`config.mk`:
```
export PLATFORM = sky130hd
export DESIGN_NAME = note_spawner
export DESIGN_NICKNAME = d
export VERILOG_FILES = /design/src/rtl/note_spawner.sv
export SDC_FILE = /design/constraint.sdc
export NUM_CORES = 1
export LEC_CHECK = 0
export BUFFER_PORTS_ARGS = -buffer_cell sky130_fd_sc_hd__buf_2
export CORE_MARGIN = 2
export CORE_UTILIZATION = 54
export CTS_CLUSTER_SIZE = 25
export DETAILED_ROUTE_END_ITERATION = 10
export GPL_TIMING_DRIVEN = 0
export PLACE_DENSITY = 0.8
export SLEW_MARGIN = 10
export SYNTH_ARGS = -nofsm -noshare
export SYNTH_HDL_FRONTEND = slang
export SYNTH_SLANG_ARGS = --single-unit
```
`constraint.sdc`:
```
create_clock -name clk -period 2.5 [get_ports clk]
set_input_delay 0.375 -clock clk [delete_from_list [all_inputs] [get_ports clk]]
set_output_delay 0.375 -clock clk [all_outputs]
set_load 0.02 [all_outputs]
```
`src/rtl/note_spawner.sv`:
```
// Note spawner: gathers 4 random bits per beat into a note word and queues
// non-rest notes in a small FIFO for a downstream consumer.
module note_spawner #(
  parameter int unsigned BEAT_CYCLES = 1000,
  parameter int unsigned FIFO_DEPTH  = 4
) (
  input  logic       clk,
  input  logic       rst_n,
  input  logic       enable,
  input  logic       random_bit,
  output logic       note_valid,
  input  logic       note_ready,
  output logic [1:0] note_lane,
  output logic [1:0] note_type,
  output logic       overflow,
  output logic [7:0] note_count
);

  localparam int unsigned   PTR_W     = (FIFO_DEPTH > 1) ? $clog2(FIFO_DEPTH) : 1;
  localparam logic [15:0]   BEAT_LAST = 16'(BEAT_CYCLES - 1);
  localparam logic [PTR_W-1:0] PTR_LAST = PTR_W'(FIFO_DEPTH - 1);
  localparam logic [PTR_W:0]   OCC_FULL = (PTR_W + 1)'(FIFO_DEPTH);

  typedef enum logic [1:0] {
    IDLE      = 2'd0,
    COLLECT   = 2'd1,
    WAIT_BEAT = 2'd2
  } state_t;

  state_t      state;
  logic [3:0]  acc;
  logic [1:0]  bit_cnt;
  logic [15:0] beat_cnt;

  logic [3:0]       mem [FIFO_DEPTH];
  logic [PTR_W-1:0] rd_ptr;
  logic [PTR_W-1:0] wr_ptr;
  logic [PTR_W:0]   occ;
  logic [3:0]       head;

  logic beat_tick;
  logic push_req;
  logic fifo_pop;
  logic fifo_full;
  logic push_ok;

  always_comb begin
    beat_tick = (state != IDLE) && (beat_cnt == BEAT_LAST);
    // A falling enable wins over a pending beat: the word is abandoned.
    push_req  = enable && (state == WAIT_BEAT) && beat_tick && (acc[3:2] != 2'b00);
    fifo_pop  = note_valid && note_ready;
    fifo_full = (occ == OCC_FULL);
    push_ok   = push_req && (!fifo_full || fifo_pop);
  end

  always_ff @(posedge clk or negedge rst_n) begin
    if (!rst_n) begin
      state    <= IDLE;
      acc      <= '0;
      bit_cnt  <= '0;
      beat_cnt <= '0;
    end else if (!enable) begin
      state    <= IDLE;
      acc      <= '0;
      bit_cnt  <= '0;
      beat_cnt <= '0;
    end else begin
      case (state)
        IDLE: begin
          state    <= COLLECT;
          beat_cnt <= '0;
        end
        COLLECT: begin
          acc      <= {acc[2:0], random_bit};
          bit_cnt  <= bit_cnt + 2'd1;
          beat_cnt <= beat_tick ? '0 : beat_cnt + 16'd1;
          if ((bit_cnt == 2'd3) && !beat_tick) begin
            state <= WAIT_BEAT;
          end
        end
        WAIT_BEAT: begin
          beat_cnt <= beat_tick ? '0 : beat_cnt + 16'd1;
          if (beat_tick) begin
            state   <= COLLECT;
            bit_cnt <= '0;
          end
        end
        default: begin
          state    <= IDLE;
          acc      <= '0;
          bit_cnt  <= '0;
          beat_cnt <= '0;
        end
      endcase
    end
  end

  // Storage needs no reset: the head is masked whenever the queue is empty.
  always_ff @(posedge clk) begin
    if (push_ok) begin
      mem[wr_ptr] <= acc;
    end
  end

  always_ff @(posedge clk or negedge rst_n) begin
    if (!rst_n) begin
      rd_ptr     <= '0;
      wr_ptr     <= '0;
      occ        <= '0;
      overflow   <= 1'b0;
      note_count <= '0;
    end else begin
      if (fifo_pop) begin
        rd_ptr <= (rd_ptr == PTR_LAST) ? '0 : rd_ptr + 1'b1;
      end
      if (push_ok) begin
        wr_ptr     <= (wr_ptr == PTR_LAST) ? '0 : wr_ptr + 1'b1;
        note_count <= note_count + 8'd1;
      end
      case ({push_ok, fifo_pop})
        2'b10:   occ <= occ + 1'b1;
        2'b01:   occ <= occ - 1'b1;
        default: occ <= occ;
      endcase
      if (push_req && fifo_full && !fifo_pop) begin
        overflow <= 1'b1;
      end
    end
  end

  always_comb begin
    head       = mem[rd_ptr];
    note_valid = (occ != '0);
    note_type  = note_valid ? head[3:2] : 2'b00;
    note_lane  = note_valid ? head[1:0] : 2'b00;
  end

endmodule
```
* Word-level counts from Yosys, hierarchy flattened
Memories as Yosys holds them, arrays and structs flattened.
Cells that the tools add are included.
** Storage, ports and cells
- Memories kept :: 1
- ROM bits :: 0
- Output and inout bits :: 14
- Bits in registers :: 40
- Bits in writable memories :: 16
- Latch bits :: 0
** Cells by class
- Equal/unequal tests :: 13
- Add/sub/neg operators :: 7
- Bitwise logic cells :: 0
- Div/mod/pow operators :: 0
- Shifts and indexed selects :: 0
- Reductions and logical operators :: 22
- $mul :: 0
- Multiplexer cells :: 19
- Order comparisons :: 0
** Memories
- mem :: words 4, bits a word 4, rd ports 1, clocked after memory_dff 0, wr ports 1, line 35 : logic [3:0] mem [FIFO_DEPTH];
** Operators by type and width (number)
- $mux 16 :: 3
- $mux 2 :: 9
- $add 16x1->16 const B :: 1
- $eq 16x10->1 const B :: 1
- $pmux 2 s3 :: 2
- $eq 2x2->1 const B :: 5
- $logic_and 1x1->1 :: 9
- $add 8x1->8 const B :: 1
- $pmux 4 s2 :: 1
- $add 2x1->2 const B :: 3
- $ne 3x3->1 const B :: 2
- $pmux 3 s2 :: 1
- $reduce_bool 2->1 :: 3
- $eq 2x1->1 const B :: 2
- $mux 4 :: 1
- $ne 2x2->1 const B :: 2
- $reduce_and 2->1 :: 2
- $reduce_or 2->1 :: 2
- $add 3x1->3 const B :: 1
- $eq 3x3->1 const B :: 1
- $logic_not 1->1 :: 3
- $reduce_bool 3->1 :: 1
- $sub 3x1->3 const B :: 1
- $logic_not 2->1 :: 1
- other kinds (2) :: 3

* Depth between registers and ports, before layout
Gate-level depths: netlist of run 1.
- Word-level depth :: 7
- Depth in mapped cells :: 12

* Worst setup path before layout of run 1
Ideal clock, no wire load.
- Path kind :: register to register
- From :: register state[0]
- To :: register occ[1]
- Required time :: 2417 ps
- Arrival time :: 2427 ps
- Path buffers :: 0
- Library setup time :: 83 ps
- Setup slack :: -10 ps
- Cell stages (with the launch flop) :: 11
- Cell sequence :: dfrtp_1 -> inv_1 -> ha_1 -> nor4_4 -> nand4_2 -> nor3_4 -> inv_1 -> ha_1 -> inv_1 -> fa_1 -> o21ai_0
** Between the ends
- Longest elaborated chain between the ends :: 7
- Elaborated cells on any way between the ends :: 11
** Ends and longest elaborated chain
- from (decl) :: line 30 : state_t state;
- from (signal assigned) :: line 58 : state <= IDLE;
- from (signal assigned) :: line 63 : state <= IDLE;
- from (signal assigned) :: line 70 : state <= COLLECT;
- $eq 2x2->1 / $reduce_bool 2->1 (equally long branches) :: line 50, 48
- $logic_and 1x1->1 (on tied branches) :: line 50, 48
- $logic_and 1x1->1 (*) (2 in series) :: line 50 : push_req = enable && (state == WAIT_BEAT) && beat_tick && (acc[3:2] != 2'b00);
- $logic_and 1x1->1 (*) :: line 53 : push_ok = push_req && (!fifo_full || fifo_pop);
- $eq 2x1->1 / $eq 2x2->1 (equally long branches) :: line 120 : case ({push_ok, fifo_pop})
- $pmux 3 s2 / $reduce_bool 2->1 (equally long branches)
- to (signal assigned) :: line 121 : 2'b10: occ <= occ + 1'b1;
- to (signal assigned) :: line 122 : 2'b01: occ <= occ - 1'b1;
- to (decl) :: line 38 : logic [PTR_W:0] occ;
Every way passes the cells marked *; elsewhere a longest branch is shown, timed or not.
A chain may end at the register's enable or synchronous reset.

* Worst setup path in the final report of run 1
- From :: register beat_cnt[0]
- To :: register occ[2]
** Between the ends
- Longest elaborated chain between the ends :: 7
- Elaborated cells on any way between the ends :: 9
** Ends and longest elaborated chain
- from (decl) :: line 33 : logic [15:0] beat_cnt;
- from (signal assigned) :: line 76 : beat_cnt <= beat_tick ? '0 : beat_cnt + 16'd1;
- from (signal assigned) :: line 82 : beat_cnt <= beat_tick ? '0 : beat_cnt + 16'd1;
- $eq 16x10->1 (*) :: line 48 : beat_tick = (state != IDLE) && (beat_cnt == BEAT_LAST);
- $logic_and 1x1->1 (*) :: line 48
- $logic_and 1x1->1 (*) (2 in series) :: line 50
- $logic_and 1x1->1 (*) :: line 53
- $eq 2x1->1 / $eq 2x2->1 (equally long branches) :: line 120
- $pmux 3 s2 / $reduce_bool 2->1 (equally long branches)
Marked as above.

==> impl_metrics.tcl, run 1 <==
set metrics [dict create \
    setup_viol 0 \
    holdWs_ns 0.1835 \
    synth_area_leader_cell "dfrtp_1" \
    ys_top_cells_by_area "dfrtp_1 35%, edfxtp_1 17%, ha_1 5.3%, xor2_1 4.0%, nand3_1 3.5%" \
    numCtsBuffers 5 \
    power_frac_seq_pct 60.3 \
    cp_cell_sequence "ha_4, and4_1, buf_2, nand4_2, nor3_4, inv_1, ha_1, inv_1, fa_1, xor2_1, nor2_1, xor2_1" \
    htree_levels 2 \
    placedInstanceArea_um2 3002 \
    place_inst 329 \
    die_h_um 76.32 \
    grt_first_pass_wirelength_um 8245 \
    cpPeakStageDelay_ns 0.43 \
    setup_ws_ns 0.1549 \
    status "complete, no violations" \
    fin_crit_sh_pct 93.81 \
    drt-total-wl_um 4622 \
    hold_viol 0 \
    path_delay_family "adder cells" \
    hp-class "primary input to asynchronous set/reset pin" \
    critPathArrivalTime_ns 2.59 \
    dr.first_iter.drc_count 67 \
    clockPowerShare_pct 31.2 \
    grt_usage_pct 17.51 \
    dpl.hpwl_um 3292 \
    worstPathMaxFanout 7 \
    post-place-ws_ns -0.3078 \
    dieArea_um2 5824 \
    initial_core_util_pct 55.65 \
    finalNetCount 289 \
    cts_root_buffer "clkbuf_8" \
    syn2layout_area_growth_pct 11.39 \
    avgSynthCellArea_um2 11.72 \
    wl_met3_um 134 \
    core_um2 5075 \
    ys_ff_latch 56 \
    clk_path_buf_depth 2 \
    stdcell_count 342 \
    io_buffers 18 \
    highest_layer "met4" \
    fin_crit_ns 2.345 \
    ios 19 \
    fmax_mhz 426.4 \
    wl_met1_um 2011 \
    syn_inst 241 \
    dr.pass1.iters 4 \
    r2r_slack_ns 0.15 \
    post_drt_wl_per_cell_um 13.51 \
    switching_share_pct 24.83 \
    viasPerCell 5.450 \
    n_antenna_cell 0 \
    cts_sinks 56 \
    overflow 0 \
    r2r_cells 12 \
    final.setup.tns_ns 0 \
    grt_pass1_vias 1842 \
    slowest_stage "dfrtp_1" \
    skew_ns 0.008431 \
    tightest_slew_ns 0.8959 \
    critPathBufInv 3 \
    yosysSeqAreaShare_pct 52.46 \
    die_w_um 76.32 \
    cp-startpoint "beat_cnt[0]$_DFF_PN0_" \
    criticalPathCategory "flop to flop" \
    startpoint_type "flop" \
    leakage_nw 1.336 \
    drc_errors 0 \
    syn_nets 259 \
    relSlewSlack_pct 40.27 \
    syn-cell-area_um2 2824 \
    ys_warn_count 0 \
    yosysUniqueCellTypes 45 \
    grt_max_degree 41 \
    clk_latency_ns 0.31 \
    antenna_found_initial 0 \
    cts_tree "done" \
    power_density_nw_per_um2 506.0 \
    route.met2.wl_um 2418 \
    slew_viol_final 0 \
    globalplace.congestion 0.8546 \
    cts.reportedPaths.clkPinSlew_ns 0.10 \
    std_cell_rows 26 \
    final_common_cell "dfrtp_1" \
    r2r_end "occ[2]$_DFFE_PN0P_" \
    ant_nets 0 \
    pwr-share-comb_pct 8.5 \
    most-common-layout-cells "39 x dfrtp_1, 20 x buf_2, 20 x nand3_1" \
    drv_cap 0 \
    end_kind "flop" \
    synth_top_area_share_pct 35.45 \
    rsz0062_at_grt "false" \
    fin_area_um2 3146 \
    p_int_mw 1.196 \
    power.switching_mw 0.3952 \
    final_layout_size_suffix_gt1_share_pct 20.59 \
    irDropWorstVdd_v 0.0003318 \
    vias 1864 \
    cp.required_ns 2.74 \
    r2r-start "beat_cnt[0]$_DFF_PN0_" \
]
[what timing repair did]
action | in CTS | in global routing
setup buffers | 3 | 2
endpoints found under the setup margin | 2 | 2
gates resized for setup | 1 | 2
pin swaps | 2 | 3
hold buffers | 0 | 0
[power by group through the flow]
stage | Sequential (mW) | Clock, mW | Combinational, mW
finish | 0.959 | 0.496 | 0.136
global route | 0.961 | 0.547 | 0.151
CTS | 0.958 | 0.508 | 0.133
detailed placement | 0.985 | 0 | 0.109
global placement | 0.983 | 0 | 0.108
floorplan | 0.980 | 0 | 0.0742
[how the worst max path moves through the flow]
stage	end	cells after the start
finish	occ[2]$_DFFE_PN0P_	12
global route	occ[2]$_DFFE_PN0P_	12
CTS	occ[2]$_DFFE_PN0P_	12
detailed placement	occ[2]$_DFFE_PN0P_	12
global placement	occ[1]$_DFFE_PN0P_	10
floorplan	occ[1]$_DFFE_PN0P_	10
[kinds of logic after synthesis]
logic type | count (synthesis) | share of synthesized area [%]
compound gates | 22 | 5.006
xor+xnor | 21 | 6.513
fa+ha+maj | 13 | 6.026
buf+inv | 20 | 2.747
flops | 56 | 52.46
mux | 8 | 4.829
simple gates | 101 | 22.42
[area by class of cell]
type	instances	area [µm²]
sequential	56	1483
buffer	7	28.78
fill	421	1929
clock buffer	5	68.82
tap	70	87.58
multi-input combinational	165	1277
timing repair buffer	23	127.6
inverter	13	48.80
clock inverter	3	23.77
[metal layers]
layer / vias up / track usage (%)
li1: 918 / -
met1: 907 / 22.12
met2: 33 / 29.73
met3: 6 / 4.265
met4: 0 / 5.818
met5: - / 0
[per-stage QoR]
stage | utilization (%) | power (mW)
after CTS | 61.44 | 1.599
after detailed placement | 59.15 | 1.094
after global routing | 61.98 | 1.659
after global placement | 59.15 | 1.091
final | 61.98 | 1.592
after floorplan | - | 1.054
[sequential cells by signal, summed over array words and instances (netlist names)]
| name | cells |
|---|---|
| state | 2 |
| acc | 4 |
| overflow | 1 |
| mem | 16 |
| beat_cnt | 16 |
| occ | 3 |
| bit_cnt | 2 |
| wr_ptr | 2 |
| note_count | 8 |
| rd_ptr | 2 |
[worst register-to-register path, cell delays in order (launching register included)]
cell,delay (ns)
dfrtp_1,0.43
ha_4,0.20
and4_1,0.19
buf_2,0.17
nand4_2,0.14
nor3_4,0.05
inv_1,0.07
ha_1,0.17
inv_1,0.06
fa_1,0.37
xor2_1,0.15
nor2_1,0.12
xor2_1,0.17
[cell usage after synthesis (all sizes together)]
cell and count:
a21boi 4, a21o 2, a21oi 3, a22oi 1, a41oi 2, and2 9
and3 2, and4 4, and4bb 1, buf 2, clkbuf 5, dfrtp 40
edfxtp 16, fa 1, ha 12, inv 13, mux2 2, mux2i 2
mux4 4, nand2 16, nand3 20, nand3b 2, nand4 8, nor2 17
nor2b 1, nor3 7, nor3b 1, nor4 5, nor4b 2, o211ai 2
o21ai 7, o22ai 1, or2 1, or3 4, or4 1, xnor2 8
xor2 13
Note: power is estimated with default switching activity, not from simulation.
==> run 2: changes to the inputs <==
--- a/config.mk
+++ b/config.mk
@@ -7,11 +7,11 @@
 export LEC_CHECK = 0
 export BUFFER_PORTS_ARGS = -buffer_cell sky130_fd_sc_hd__buf_2
 export CORE_MARGIN = 2
-export CORE_UTILIZATION = 54
+export CORE_UTILIZATION = 60
 export CTS_CLUSTER_SIZE = 25
 export DETAILED_ROUTE_END_ITERATION = 10
 export GPL_TIMING_DRIVEN = 0
-export PLACE_DENSITY = 0.8
+export PLACE_DENSITY_LB_ADDON = 0.3
 export SLEW_MARGIN = 10
 export SYNTH_ARGS = -nofsm -noshare
 export SYNTH_HDL_FRONTEND = slang
==> constraint.sdc (replaced) <==
create_clock -name clk -period 2.2 [get_ports clk]
set_input_delay 0.33 -clock clk [delete_from_list [all_inputs] [get_ports clk]]
set_output_delay 0.33 -clock clk [all_outputs]
set_load 0.02 [all_outputs]
==> run 2 against run 1 <==
Compared with the run above:
- wire length grew 6.9%
- sequential cell count stayed put
- fmax is 6.8% higher
- critical path type unchanged
- largest power group unchanged
- non-clock buffer count increased by 3
- critical path depth did not move
- setup slack worse by 0.15 ns
- die area shrank 9.5%
==> impl_metrics.tcl, run 2 (synthesis gave the netlist of run 1 again) <==
set metrics [dict create \
    worstPathMaxFanout 6 \
    dr.pass1.iters 6 \
    die_w_um 72.61 \
    slowest_stage "dfrtp_2" \
    antenna_found_initial 0 \
    drt-total-wl_um 4943 \
    relSlewSlack_pct 40.29 \
    cts_sinks 56 \
    leakage_nw 1.362 \
    grt_max_degree 41 \
    initial_core_util_pct 63.54 \
    fmax_mhz 455.3 \
    tightest_slew_ns 0.8956 \
    setup_viol 0 \
    r2r_cells 12 \
    dpl.hpwl_um 3364 \
    p_total_mw 1.902 \
    top_regs "beat_cnt: 16 flops, mem: 16 flops, note_count: 8 flops" \
    clk_path_buf_depth 2 \
    ios 19 \
    die_h_um 72.61 \
    core_um2 4444 \
    globalplace.congestion 0.8496 \
    critPathArrivalTime_ns 2.38 \
    grt_first_pass_wirelength_um 8390 \
    hp-class "primary input to asynchronous set/reset pin" \
    std_cell_rows 24 \
    startpoint_type "flop" \
    fin_crit_sh_pct 99.83 \
    status "complete, no violations" \
    criticalPathCategory "flop to flop" \
    skew_ns 0.005314 \
    cts_root_buffer "clkbuf_8" \
    path_depth 12 \
    cts_hold_buf 0 \
    fin_crit_ns 2.196 \
    dr.first_iter.drc_count 118 \
    power_density_nw_per_um2 593.0 \
    irDropWorstVdd_v 0.0004313 \
    cpPeakStageDelay_ns 0.42 \
    cp_cell_sequence "inv_4, ha_4, nor4_4, nand4_4, nor3_4, inv_2, ha_4, inv_2, fa_1, xor2_1, nor2_1, xor2_1" \
    setup_ws_ns 0.003803 \
    cp.required_ns 2.39 \
    finalNetCount 292 \
    grt_pass1_vias 1893 \
    most-common-layout-cells "38 x dfrtp_1, 20 x nand3_1, 19 x buf_2" \
    critPathBufInv 3 \
    post_drt_wl_per_cell_um 15.12 \
    drv_cap 0 \
    num-fill-cells 305 \
    htree_levels 2 \
    post-place-ws_ns -0.5349 \
    grt_usage_pct 20.52 \
    dieArea_um2 5271 \
    n_antenna_cell 0 \
    end_kind "flop" \
    drc_errors 0 \
    clk_latency_ns 0.30 \
    syn2layout_area_growth_pct 13.60 \
    overflow 0 \
    rsz0062_at_grt "true" \
    slew_viol_final 0 \
    final_common_cell "dfrtp_1" \
    final_layout_size_suffix_gt1_share_pct 25.09 \
    cts_tree "done" \
    path_delay_family "simple AND/OR/NAND/NOR gates" \
    cts.reportedPaths.clkPinSlew_ns 0.09 \
    hold_viol 0 \
    vias 1875 \
    io_buffers 18 \
    numCtsBuffers 5 \
    ant_nets 0 \
    viasPerCell 5.734 \
    final_core_util_pct 72.18 \
]
-- run 2: changes by cell type in the layout (fill, tap and decap cells not counted), sizes merged --
cell,previous run,this run
clkinv,1,0
bufinv,0,1
clkinvlp,2,1
buf,25,29
-- run 2: worst reg2reg max path, cell delays in order (launching register included) --
cell	delay, ns
dfrtp_2	0.42
inv_4	0.07
ha_4	0.17
nor4_4	0.22
nand4_4	0.16
nor3_4	0.20
inv_2	0.08
ha_4	0.17
inv_2	0.05
fa_1	0.16
xor2_1	0.15
nor2_1	0.08
xor2_1	0.17
-- run 2: final cells by class --
class                      count  area (µm²)  area share, %
inverter                      13       51.30          1.599
timing repair buffer          28       165.2          5.148
sequential                    56        1484          46.26
clock buffer                   6       72.57          2.262
clock inverter                 2       35.03          1.092
buffer                         5       20.02         0.6240
multi-input combinational    165        1315          40.99
tap                           52       65.06          2.028
-- run 2: path summary, 6_finish.rpt --
kind	startpoint	end	slack [ns]
min	rst_n	bit_cnt[1]$_DFFE_PN0P_	0.13
max	state[0]$_DFFE_PN0P_	occ[2]$_DFFE_PN0P_	0.004
min in group clk	random_bit	acc[0]$_DFFE_PN0P_	0.29
max in group asynchronous	rst_n	occ[0]$_DFFE_PN0P_	1.44
min reg2reg	overflow$_DFFE_PN0P_	overflow$_DFFE_PN0P_	0.47
max reg2reg	state[0]$_DFFE_PN0P_	occ[2]$_DFFE_PN0P_	0.004
-- run 2: timing repair --
action,in CTS,in global routing
hold endpoints to repair,0,0
pin swaps,9,4
resized for setup,5,7
setup buffers,8,2
endpoints found under the setup margin,25,7
-- run 2: per-layer routing --
metal  vias up  global-route usage, %  wire [µm]
li1        924                      -          -
met1       925                  24.62       2090
met2        22                  37.78       2693
met3         4                  3.729        118
met4         0                  5.556         40
met5         -                      0          0
-- run 2: power by group --
group | total (mW) | switching, mW | internal (mW)
clock | 0.645 | 0.309 | 0.337
combinational | 0.164 | 0.104 | 0.0599
sequential | 1.09 | 0.0133 | 1.08
total | 1.90 | 0.426 | 1.48
-- run 2: per-stage QoR --
| stage | hold WS, ns | instances | area [µm²] | setup TNS (ns) |
|---|---|---|---|---|
| 2_1_floorplan | 0.03441 | 241 | 2843 | -0.3608 |
| 3_3_place_gp | 0.4525 | 311 | 2998 | -1.096 |
| 3_5_place_dp | 0.4601 | 311 | 2998 | -2.239 |
| 4_1_cts | 0.1645 | 325 | 3171 | -0.07873 |
| 5_1_grt | 0.2117 | 327 | 3208 | -0.2474 |
| 6_report | 0.1345 | 327 | 3208 | 0 |
